### src/rtl/pipelined_cla_adder.sv
// Pipelined carry-lookahead adder/subtractor.
// One 4-bit CLA group is resolved per stage, and the group carry ripples from stage to stage.
// Stage 0 registers the operands; stages 1..NGROUPS each resolve one group.
`timescale 1ns/1ps
module pipelined_cla_adder #(
  parameter int unsigned WIDTH = 16
) (
  input  logic             clk,
  input  logic             rst,
  input  logic             in_valid,
  output logic             in_ready,
  input  logic [WIDTH-1:0] a,
  input  logic [WIDTH-1:0] b,
  input  logic             carry,
  input  logic             sub,
  output logic             out_valid,
  input  logic             out_ready,
  output logic [WIDTH-1:0] sum,
  output logic             out_carry,
  output logic             overflow
);

  localparam int unsigned NGROUPS = WIDTH / 4;

  // Operands travel as far as the last group that reads them.
  logic [WIDTH-1:0] a_q [0:NGROUPS-1];
  logic [WIDTH-1:0] b_q [0:NGROUPS-1];
  logic [WIDTH-1:0] s_q [0:NGROUPS];
  logic             c_q [0:NGROUPS];
  logic             v_q [0:NGROUPS];
  logic             ov_q;

  logic [WIDTH-1:0] s_nxt [1:NGROUPS];
  logic             c_nxt [1:NGROUPS];
  logic             cm_last;
  logic             stall;

  // 4-bit lookahead group: returns {carry into bit 3, carry out, sum[3:0]}.
  function automatic logic [5:0] cla4(input logic [3:0] x, input logic [3:0] y, input logic ci);
    logic [3:0] g;
    logic [3:0] p;
    logic [4:0] c;
    g    = x & y;
    p    = x ^ y;
    c[0] = ci;
    c[1] = g[0] | (p[0] & ci);
    c[2] = g[1] | (p[1] & g[0]) | (p[1] & p[0] & ci);
    c[3] = g[2] | (p[2] & g[1]) | (p[2] & p[1] & g[0]) | (p[2] & p[1] & p[0] & ci);
    c[4] = g[3] | (p[3] & g[2]) | (p[3] & p[2] & g[1]) | (p[3] & p[2] & p[1] & g[0])
         | (p[3] & p[2] & p[1] & p[0] & ci);
    return {c[3], c[4], p ^ c[3:0]};
  endfunction

  // The whole pipeline freezes while a result is waiting for the downstream.
  assign stall     = v_q[NGROUPS] && !out_ready;
  assign in_ready  = !stall;
  assign out_valid = v_q[NGROUPS];
  assign sum       = s_q[NGROUPS];
  assign out_carry = c_q[NGROUPS];
  assign overflow  = ov_q;

  // Group k-1 is resolved from the carry held in stage k-1.
  always_comb begin
    logic [5:0] r;
    r       = '0;
    cm_last = 1'b0;
    for (int unsigned k = 1; k <= NGROUPS; k++) begin
      s_nxt[k] = s_q[k-1];
      c_nxt[k] = 1'b0;
    end
    for (int unsigned k = 1; k <= NGROUPS; k++) begin
      r = cla4(a_q[k-1][4*(k-1) +: 4], b_q[k-1][4*(k-1) +: 4], c_q[k-1]);
      s_nxt[k][4*(k-1) +: 4] = r[3:0];
      c_nxt[k] = r[4];
      if (k == NGROUPS) cm_last = r[5];
    end
  end

  // Pipeline registers; subtraction is folded in as A + ~B + !carry at stage 0.
  always_ff @(posedge clk) begin
    if (rst) begin
      for (int unsigned k = 0; k < NGROUPS; k++) begin
        a_q[k] <= '0;
        b_q[k] <= '0;
      end
      for (int unsigned k = 0; k <= NGROUPS; k++) begin
        s_q[k] <= '0;
        c_q[k] <= 1'b0;
        v_q[k] <= 1'b0;
      end
      ov_q <= 1'b0;
    end else if (!stall) begin
      v_q[0] <= in_valid;
      a_q[0] <= a;
      b_q[0] <= b ^ {WIDTH{sub}};
      c_q[0] <= carry ^ sub;
      s_q[0] <= '0;
      for (int unsigned k = 1; k < NGROUPS; k++) begin
        a_q[k] <= a_q[k-1];
        b_q[k] <= b_q[k-1];
      end
      for (int unsigned k = 1; k <= NGROUPS; k++) begin
        v_q[k] <= v_q[k-1];
        s_q[k] <= s_nxt[k];
        c_q[k] <= c_nxt[k];
      end
      ov_q <= c_nxt[NGROUPS] ^ cm_last;
    end
  end

endmodule

### config.mk
export PLATFORM = sky130hd
export DESIGN_NAME = pipelined_cla_adder
export DESIGN_NICKNAME = d
export VERILOG_FILES = /design/src/rtl/pipelined_cla_adder.sv
export SDC_FILE = /design/constraint.sdc
export NUM_CORES = 1
export LEC_CHECK = 0
export CORE_MARGIN = 1.5
export CORE_UTILIZATION = 55
export DETAILED_ROUTE_END_ITERATION = 7
export PLACE_DENSITY_LB_ADDON = 0.1
export SLEW_MARGIN = 10
export SYNTH_ARGS = -nofsm -noshare
export SYNTH_HDL_FRONTEND = slang
export SYNTH_SLANG_ARGS = --single-unit
### constraint.sdc
create_clock -name clk -period 7 [get_ports clk]
set_clock_uncertainty 0.2 [all_clocks]
set_input_delay 1.05 -clock clk [delete_from_list [all_inputs] [get_ports clk]]
set_output_delay 1.05 -clock clk [all_outputs]
set_load 0.05 [all_outputs]
==> impl_results.md, run 1 <==
* Outcome: finished clean
* RR Startpoint: v_q[0][4]
* Synth cell types at 39
* Routed len/inst at 14.2 um
* Asr flop ratio synth at 0
* Post-layout instance area at ~6900 um^2
* Starting Density at 0.561
* Die width at 105 um
* Reg clk slew, reported paths at 60 ps
* Worst reg-to-reg setup slack at approximately 4700 ps
* Die Span Y at about 100 um
* GPL Wtd Cong at ~0.73
* Critical hold path startpoint: s_q[0][36]
* GRT Util Overall at 0.167
* Tightest Pin Transition at 873 ps
* Fmax at 266 MHz
* Total number of vias at 3,055
* Initial antenna violation count at 0
* Max Root-Sink Buffers at 2
* Critical Path AT at 2510 ps
* Pwr dens at 281 nW/um^2
* Vias in the first global route at 2,901
* Root buffer cell: clkbuf_8
* Number of synthesized flops with an enable pin at 130
* # rows at 37
* Vias per cell at 5.20
* Period minus WS final at 3760 ps
* Syn nets at around 440
* Top-level port count at 58
* Seq cells post-synth at 131
* Yosys Warn Count at 0
* Crit. End Element: output pin
* Antenna diodes at 0
* Share of layout cells above drive strength 1 at 0.0843
* Core Area at approximately 10,000 um^2
* Largest net degree at the start of global routing at 108
* Clock Latency Late Sink at 510 ps
* Drt drc at 0
* FILL cells at 717
* Post-Synth Simple-Gate Area at 0.146
* Critical setup path kind: primary input to output pin
* Die area at 11,000 um^2
* XOR/XNOR share of the synthesized area at 0.0322
* Share of the clock period used by the worst path at 0.537
* Placed cell area at 6310 um^2
* Final setup violation count at 0
* WP data required at roughly 5800 ps
* RSZ-0062 raised after global routing: false
* Synth Area in Adders at 0.0490
* Total gr overflow at 0
* Cts repair resizes at 0
* Rel. slew slack at 0.416
* P_leak at roughly 3.2 nW
* Half-perimeter wire length after placement at 4.75 mm
* Post-route ant nets at 0
* Hold_buf cts at 0
* Seq/Total Area, Yosys at 0.686
* Worst vdd ir at 0.144 mV
* Number of detailed-route iterations in the first pass at 4
* TritonCTS Sinks at 131
* Area grow syn2layout at 21.1%
* CTS buffer count at 17
* Crit path max fanout at 3
* Final setup TNS at 0 ps
* Nets at between 400 and 500
* Post-synthesis compound-gate area fraction at 0.0390
* Global-route wire length before repair at 14.0 mm
* Largest family of logic cells by synthesized area: simple AND/OR/NAND/NOR gates
* Max Cap Viol at 0
* DRT iter0 DRCs at 176
* Most used DFF post-synth: edfxtp_1
* Mux share of post-synthesis cell area at 0.00700
* Final Hold Vio Count at 0
* Pins over their slew limit at 0
* Most frequent cells in the layout: edfxtp_1, and3_1, clkdlybuf4s50_1
* Synthesized instance count at around 390
* Setup repair bufs after CTS at 0
* Port bufs at 57
* Commonest non-fill, non-tap cell in the layout: edfxtp_1
* TritonCTS clock tree: done
* Cell Area, Synth at 5720 um^2
* Startpoint Class: primary input
* H-tree lvl count at 4
* Routed wire length at 8.34 mm
* Crit path from: out_ready
* Min-Delay Path Class: flip-flop to flip-flop
* Syn Area/Cell at roughly 15 um^2
-- cell usage after synthesis, types with 2 or more instances --
cell,n,area [um^2]
nand2_1,3,11.3
nand3b_1,4,30.0
xnor2_1,17,149
xor2_1,4,35.0
ha_1,16,200
mux2i_1,4,40.0
fa_1,4,80.1
buf_6,5,56.3
a21o_1,4,30.0
nand3_1,5,25.0
o21a_1,3,22.5
clkbuf_1,16,60.1
and3_1,97,607
inv_1,12,45.0
a21oi_1,3,15.0
buf_2,2,10.0
nor2_1,26,97.6
edfxtp_1,130,3900
a211o_1,7,61.3
o2bb2ai_1,4,35.0
buf_4,2,15.0
-- registers in the layout (all words and copies together), names as in the netlist --
name,flops
a_q,40
b_q,40
c_q,5
overflow,1
s_q,40
v_q,5
-- per-layer routing --
metal / share of wire / global-route usage / routed length, um
met1: 0.47 / 0.217 / 3880
met2: 0.48 / 0.253 / 3980
met3: 0.038 / 0.0543 / 319
met4: 0.019 / 0.0851 / 155
met5: 0 / 0 / 0
-- area by class of cell --
class                      instances  area (um^2)  area share
clock buffer                      20          425      0.0614
clock inverter                    12          186      0.0269
inverter                          13         48.8     0.00705
multi-input combinational        214         1570       0.226
sequential                       131         3920       0.567
tap                              136          170      0.0246
timing repair buffer              61          601      0.0868
-- kinds of logic (layout without fill, tap and decap cells) --
family / Yosys count / count (layout)
AO/OA/AOI/OAI: 27 / 27
XOR/XNOR: 21 / 21
adder cells (fa/ha/maj): 20 / 20
multiplexers: 4 / 4
flip-flops: 131 / 131
buffers and inverters: 41 / 106
AND/OR/NAND/NOR: 142 / 142
-- path summary, 6_finish.rpt --
| kind | end | cells after the start |
|---|---|---|
| hold reg to reg | s_q[0][52] | 1 |
| setup / recovery | in_ready | 3 |
| hold / removal | s_q[0][52] | 1 |
| setup reg to reg | s_q[0][78] | 4 |
-- report_power, final --
group	switching (W)	internal [W]
combinational	0.0000599	0.0000597
sequential	0.0000115	0.000905
clock	0.000303	0.000609
total	0.000374	0.00157
-- per-stage QoR --
| stage | util | power, W | instances | hold WS, ps | worst slack, ps |
|---|---|---|---|---|---|
| 6_report | 0.680 | 0.00195 | 587 | 347 | 3240 |
| 3_5_place_dp | 0.620 | 0.00105 | 555 | 336 | 3240 |
| 2_1_floorplan | - | 0.00101 | 386 | 328 | 1610 |
| 5_1_grt | 0.680 | 0.00201 | 587 | 358 | 3190 |
| 3_3_place_gp | 0.620 | 0.00105 | 555 | 330 | 3240 |
| 4_1_cts | 0.680 | 0.00196 | 587 | 349 | 3230 |
-- worst max-delay path, cell delays in order --
cell,delay (ps)
clkdlybuf4s50_1,480
nand2b_4,160
clkdlybuf4s50_1,820
No activity file was read; power rests on OpenSTA's default activity.
==> run 2: changes to the inputs <==
--- a/config.mk
+++ b/config.mk
@@ -6,7 +6,7 @@
 export NUM_CORES = 1
 export LEC_CHECK = 0
 export CORE_MARGIN = 1.5
-export CORE_UTILIZATION = 55
+export CORE_UTILIZATION = 51
 export DETAILED_ROUTE_END_ITERATION = 7
 export PLACE_DENSITY_LB_ADDON = 0.1
 export SLEW_MARGIN = 10
==> constraint.sdc (replaced) <==
create_clock -name clk -period 3.2 [get_ports clk]
set_clock_uncertainty 0.2 [all_clocks]
set_input_delay 0.48 -clock clk [delete_from_list [all_inputs] [get_ports clk]]
set_output_delay 0.48 -clock clk [all_outputs]
set_load 0.05 [all_outputs]
==> run 2 against run 1 <==
Compared with the run above:
- combinational power is 120% higher
- largest cell class unchanged
- worst setup slack worse by 2500 ps
- count of clock-buffer cells in the layout is 3 lower
- largest power group unchanged
- via count is 0.33% higher
- design area is 0.65% higher
==> impl_results.md, run 2 (synthesized netlist as in run 1, its figures left out) <==
* Max Cap Viol at 0
* Pins over their slew limit at 0
* Crit. End Element: output pin
* TritonCTS Sinks at roughly 130
* Vias per cell at roughly 5.2
* Half-perimeter wire length after placement at 5.02 mm
* Critical Path AT at 1770 ps
* Root buffer cell: clkbuf_8
* Tightest Pin Transition at 505 ps
* Largest registers: a_q: 40 flops, b_q: 40 flops, s_q: 40 flops
* H-tree lvl count at 4
* # rows at 38
* Final setup violation count at 0
* Reg clk slew, reported paths at 60 ps
* R2R depth at 3
* CTS buffer count at 17
* Antenna diodes at 0
* Die Span Y at 109 um
* Outcome: finished clean
* Worst slack, placed at 671 ps
* Vias in the first global route at about 2,900
* Nets at 499
* GRT Util Overall at 0.154
* TritonCTS clock tree: done
* Drt drc at 0
* P_leak at 3.19 nW
* DRT iter0 DRCs at around 180
* Final setup TNS at 0 ps
* Total gr overflow at 0
* Number of detailed-route iterations in the first pass at 4
* Area grow syn2layout at 21.9%
* Most frequent cells in the layout: edfxtp_1, and3_1, clkdlybuf4s50_1
* Startpoint Class: primary input
* RSZ-0062 raised after global routing: false
* Rel. slew slack at 0.662
* Setup repair bufs after CTS at 0
* Fmax at approximately 410 MHz
* Area of the multi-input gates at 1570 um^2
* Final Hold Vio Count at 0
* Hold Path Cell Cnt at 1
* Pwr dens at 580 nW/um^2
* Crit path max fanout at 85
* Total number of vias at 3,065
* Share of the clock period used by the worst path at 0.766
* GPL Wtd Cong at 0.715
* Global-route wire length before repair at 13.4 mm
* Hold_buf cts at 0
* Max Root-Sink Buffers at 2
* Clock Latency Late Sink at between 500 and 600 ps
* Starting Density at 0.525
* Routed wire length at 8.15 mm
* Port bufs at 57
* Initial antenna violation count at 0
* Die width at 109 um
* Top-level port count at 58
* Core Area at 10,900 um^2
* Worst vdd ir at roughly 0.3 mV
* Min-Delay Path Class: flip-flop to flip-flop
* Largest net degree at the start of global routing at 86
* Cts repair resizes at 0
* FILL cells at around 800
* Die area at 11,900 um^2
* Routed len/inst at 13.7 um
* Share of layout cells above drive strength 1 at 0.104
* Period minus WS final at 2450 ps
* Critical setup path kind: primary input to output pin
* Post-route ant nets at 0
* Final Core Density at 0.640
* Commonest non-fill, non-tap cell in the layout: edfxtp_1
* WP data required at 2520 ps
* Worst setup margin at 748 ps
* Register Area at 3920 um^2
run 2: critical path: stages:
cell and delay, ps:
clkdlybuf4s50_1 480, nand2b_4 280, buf_12 320, buf_12 180
run 2: path summary, 6_finish.rpt:
| check | start | end | slack [ps] |
|---|---|---|---|
| worst min register to register | s_q[0][52] | s_q[0][68] | 340 |
| worst max register to register | v_q[0][4] | a_q[2][9] | 1240 |
| worst min-delay path | s_q[0][52] | s_q[0][68] | 340 |
| worst max-delay path | out_ready | in_ready | 750 |
run 2: routing by layer:
metal  vias up  GRT usage  share of wire
met4         0     0.0677          0.014
met3         9     0.0550          0.048
met5         -          0              0
met2        80      0.251           0.48
li1       1551          -              -
met1      1425      0.184           0.46
run 2: power by group:
| part | leakage (nW) | internal, W | switching [W] |
|---|---|---|---|
| combinational | 1.35 | 0.000135 | 0.000130 |
| clock | 0.272 | 0.00110 | 0.000679 |
| sequential | 1.56 | 0.00198 | 0.0000241 |
run 2: stage by stage:
stage	instances	total power, W	hold slack (ps)	area, um^2
6_report	594	0.00404	344	6970
2_1_floorplan	386	0.00221	328	5720
3_5_place_dp	562	0.00230	335	6410
5_1_grt	594	0.00419	359	6970
3_3_place_gp	562	0.00230	333	6410
4_1_cts	594	0.00408	349	6970
run 2: final cells by class:
cell class / count / share of cell area
Clock inverter: 15 / 0.0205
Multi-Input combinational cell: 214 / 0.225
Timing Repair Buffer: 64 / 0.0998
Clock buffer: 17 / 0.0594
Sequential cell: 131 / 0.563
Tap cell: 140 / 0.0251
Inverter: 13 / 0.00700
==> run 3: changes to the inputs <==
--- a/config.mk
+++ b/config.mk
@@ -6,7 +6,7 @@
 export NUM_CORES = 1
 export LEC_CHECK = 0
 export CORE_MARGIN = 1.5
-export CORE_UTILIZATION = 51
+export CORE_UTILIZATION = 55
 export DETAILED_ROUTE_END_ITERATION = 7
 export PLACE_DENSITY_LB_ADDON = 0.1
 export SLEW_MARGIN = 10
==> constraint.sdc (replaced) <==
create_clock -name clk -period 2.4 [get_ports clk]
set_clock_uncertainty 0.2 [all_clocks]
set_input_delay 0.36 -clock clk [delete_from_list [all_inputs] [get_ports clk]]
set_output_delay 0.36 -clock clk [all_outputs]
set_load 0.05 [all_outputs]
==> run 3 against run 2 <==
Compared with the run above:
- global-route usage increased by 1.4 points
- critical path type is now flip-flop to output pin
- critical endpoint is now sum[8]
- largest cell class unchanged
- critical path depth is 3 lower
- first-iteration DRC count is 21% lower
==> impl_results.md, run 3 (synthesized netlist as in run 1, its figures left out) <==
* Core Area at 10,200 um^2
* Crit. End Element: output pin
* Cells along the critical path: clkdlybuf4s50_1
* TritonCTS clock tree: done
* Starting Density at 0.561
* Worst path top cell family by delay: buffers and inverters
* Tightest Pin Transition at 503 ps
* Final setup violation count at 0
* GRT Util Overall at 0.168
* Drt drc at 0
* Worst path bufs/invs at 1
* Share of layout cells above drive strength 1 at 0.0899
* Crit path from: s_q[0][72]
* Post-route ant nets at 0
* Max Cap Viol at 0
* H-tree lvl count at 4
* Reg clk slew, reported paths at 50 ps
* Critical path endpoint: sum[8]
* Half-perimeter wire length after placement at slightly above 5 mm
* Total number of vias at 3,088
* Global-route wire length before repair at 14.1 mm
* Pwr Total at 0.00510 W
* Max Root-Sink Buffers at 2
* Vias in the first global route at just over 3,000
* Root buffer cell: clkbuf_8
* RR Startpoint: b_q[0][0]
* Cell count along the critical path at 1
* Min-Delay Path Class: primary input to flip-flop
* Antenna diodes at 0
* Pwr dens at ~740 nW/um^2
* Cts repair resizes at 0
* Critical Path AT at 1630 ps
* Rel. slew slack at 0.664
* Outcome: finished clean
* Commonest non-fill, non-tap cell in the layout: edfxtp_1
* Most frequent cells in the layout: edfxtp_1, and3_1, clkdlybuf4s50_1
* Die area at 11,000 um^2
* Area grow syn2layout at 20.8%
* R2R depth at 4
* Fmax at around 460 MHz
* FILL cells at 704
* Total gr overflow at 0
* Nets at roughly 500
* CP max stage delay at around 800 ps
* # rows at 37
* Die Span Y at 105 um
* Final Hold Vio Count at 0
* P_leak at 3.18 nW
* Crit path max fanout at 1
* Worst reg-to-reg setup slack at 500 ps
* Share of the clock period used by the worst path at 0.914
* TritonCTS Sinks at 131
* WP data required at 1840 ps
* CTS buffer count at 17
* Setup repair bufs after CTS at 0
* Top-level port count at 58
* Final Core Density at 0.678
* Critical setup path kind: flip-flop to output pin
* Pins over their slew limit at 0
* Largest registers: a_q: 40 flops, b_q: 40 flops, s_q: 40 flops
* Die width at 105 um
* Startpoint Class: flip-flop
* Slowest CP cell: clkdlybuf4s50_1
* Hold_buf cts at 0
* Routed wire length at 8.27 mm
* Worst vdd ir at ~0.31 mV
* Period minus WS final at 2190 ps
* Port bufs at 57
* Reg-to-reg endpoint: c_q[0][1]
* Number of detailed-route iterations in the first pass at 4
* RSZ-0062 raised after global routing: false
* Routed len/inst at 14.0 um
* Clock Latency Late Sink at 520 ps
* DRT iter0 DRCs at 145
* Initial antenna violation count at 0
* Vias per cell at 5.22
* GPL Wtd Cong at 0.780
* Largest net degree at the start of global routing at 75
run 3: through the flow:
| stage | area, um^2 | setup TNS (ps) | setup slack [ps] | instances | hold slack (ps) |
|---|---|---|---|---|---|
| 6_report | 6910 | 0 | 207 | 592 | 329 |
| 2_1_floorplan | 5730 | -26590 | -205 | 386 | 328 |
| 3_3_place_gp | 6430 | 0 | 323 | 561 | 330 |
| 4_1_cts | 6900 | 0 | 18.9 | 592 | 301 |
| 3_5_place_dp | 6430 | 0 | 296 | 561 | 336 |
| 5_1_grt | 6910 | 0 | 146 | 592 | 318 |
run 3: final cells by class:
cell class / count / area, um^2 / share of cell area
Clock buffer: 23 / 437 / 0.0632
Clock inverter: 8 / 38.8 / 0.00562
Inverter: 13 / 48.8 / 0.00707
Multi-Input combinational cell: 214 / 1570 / 0.227
Sequential cell: 131 / 3920 / 0.568
Tap cell: 136 / 170 / 0.0246
Timing Repair Buffer: 67 / 721 / 0.104
run 3: routing by layer:
metal | vias up | routed length [um] | global-route usage
li1 | 1553 | - | -
met1 | 1444 | 3640 | 0.200
met2 | 72 | 4070 | 0.267
met3 | 19 | 358 | 0.0555
met4 | 0 | 205 | 0.0978
met5 | - | 0 | 0
run 3: power breakdown:
part / internal, W / switching, W / leakage (nW)
Clock: 0.00124 / 0.000832 / 0.234
Combinational: 0.000181 / 0.000176 / 1.38
Sequential: 0.00264 / 0.0000331 / 1.56
run 3: how the worst min path moves through the flow:
| stage | from | endpoint | slack [ps] | depth (start not counted) |
|---|---|---|---|---|
| floorplan | a_q[2][14] | a_q[3][14] | 330 | 1 |
| global placement | s_q[0][34] | s_q[0][50] | 330 | 1 |
| detailed placement | s_q[0][58] | s_q[0][74] | 340 | 1 |
| CTS | a[6] | a_q[0][6] | 300 | 2 |
| global route | a[12] | a_q[0][12] | 320 | 2 |
| finish | a[1] | a_q[0][1] | 330 | 2 |
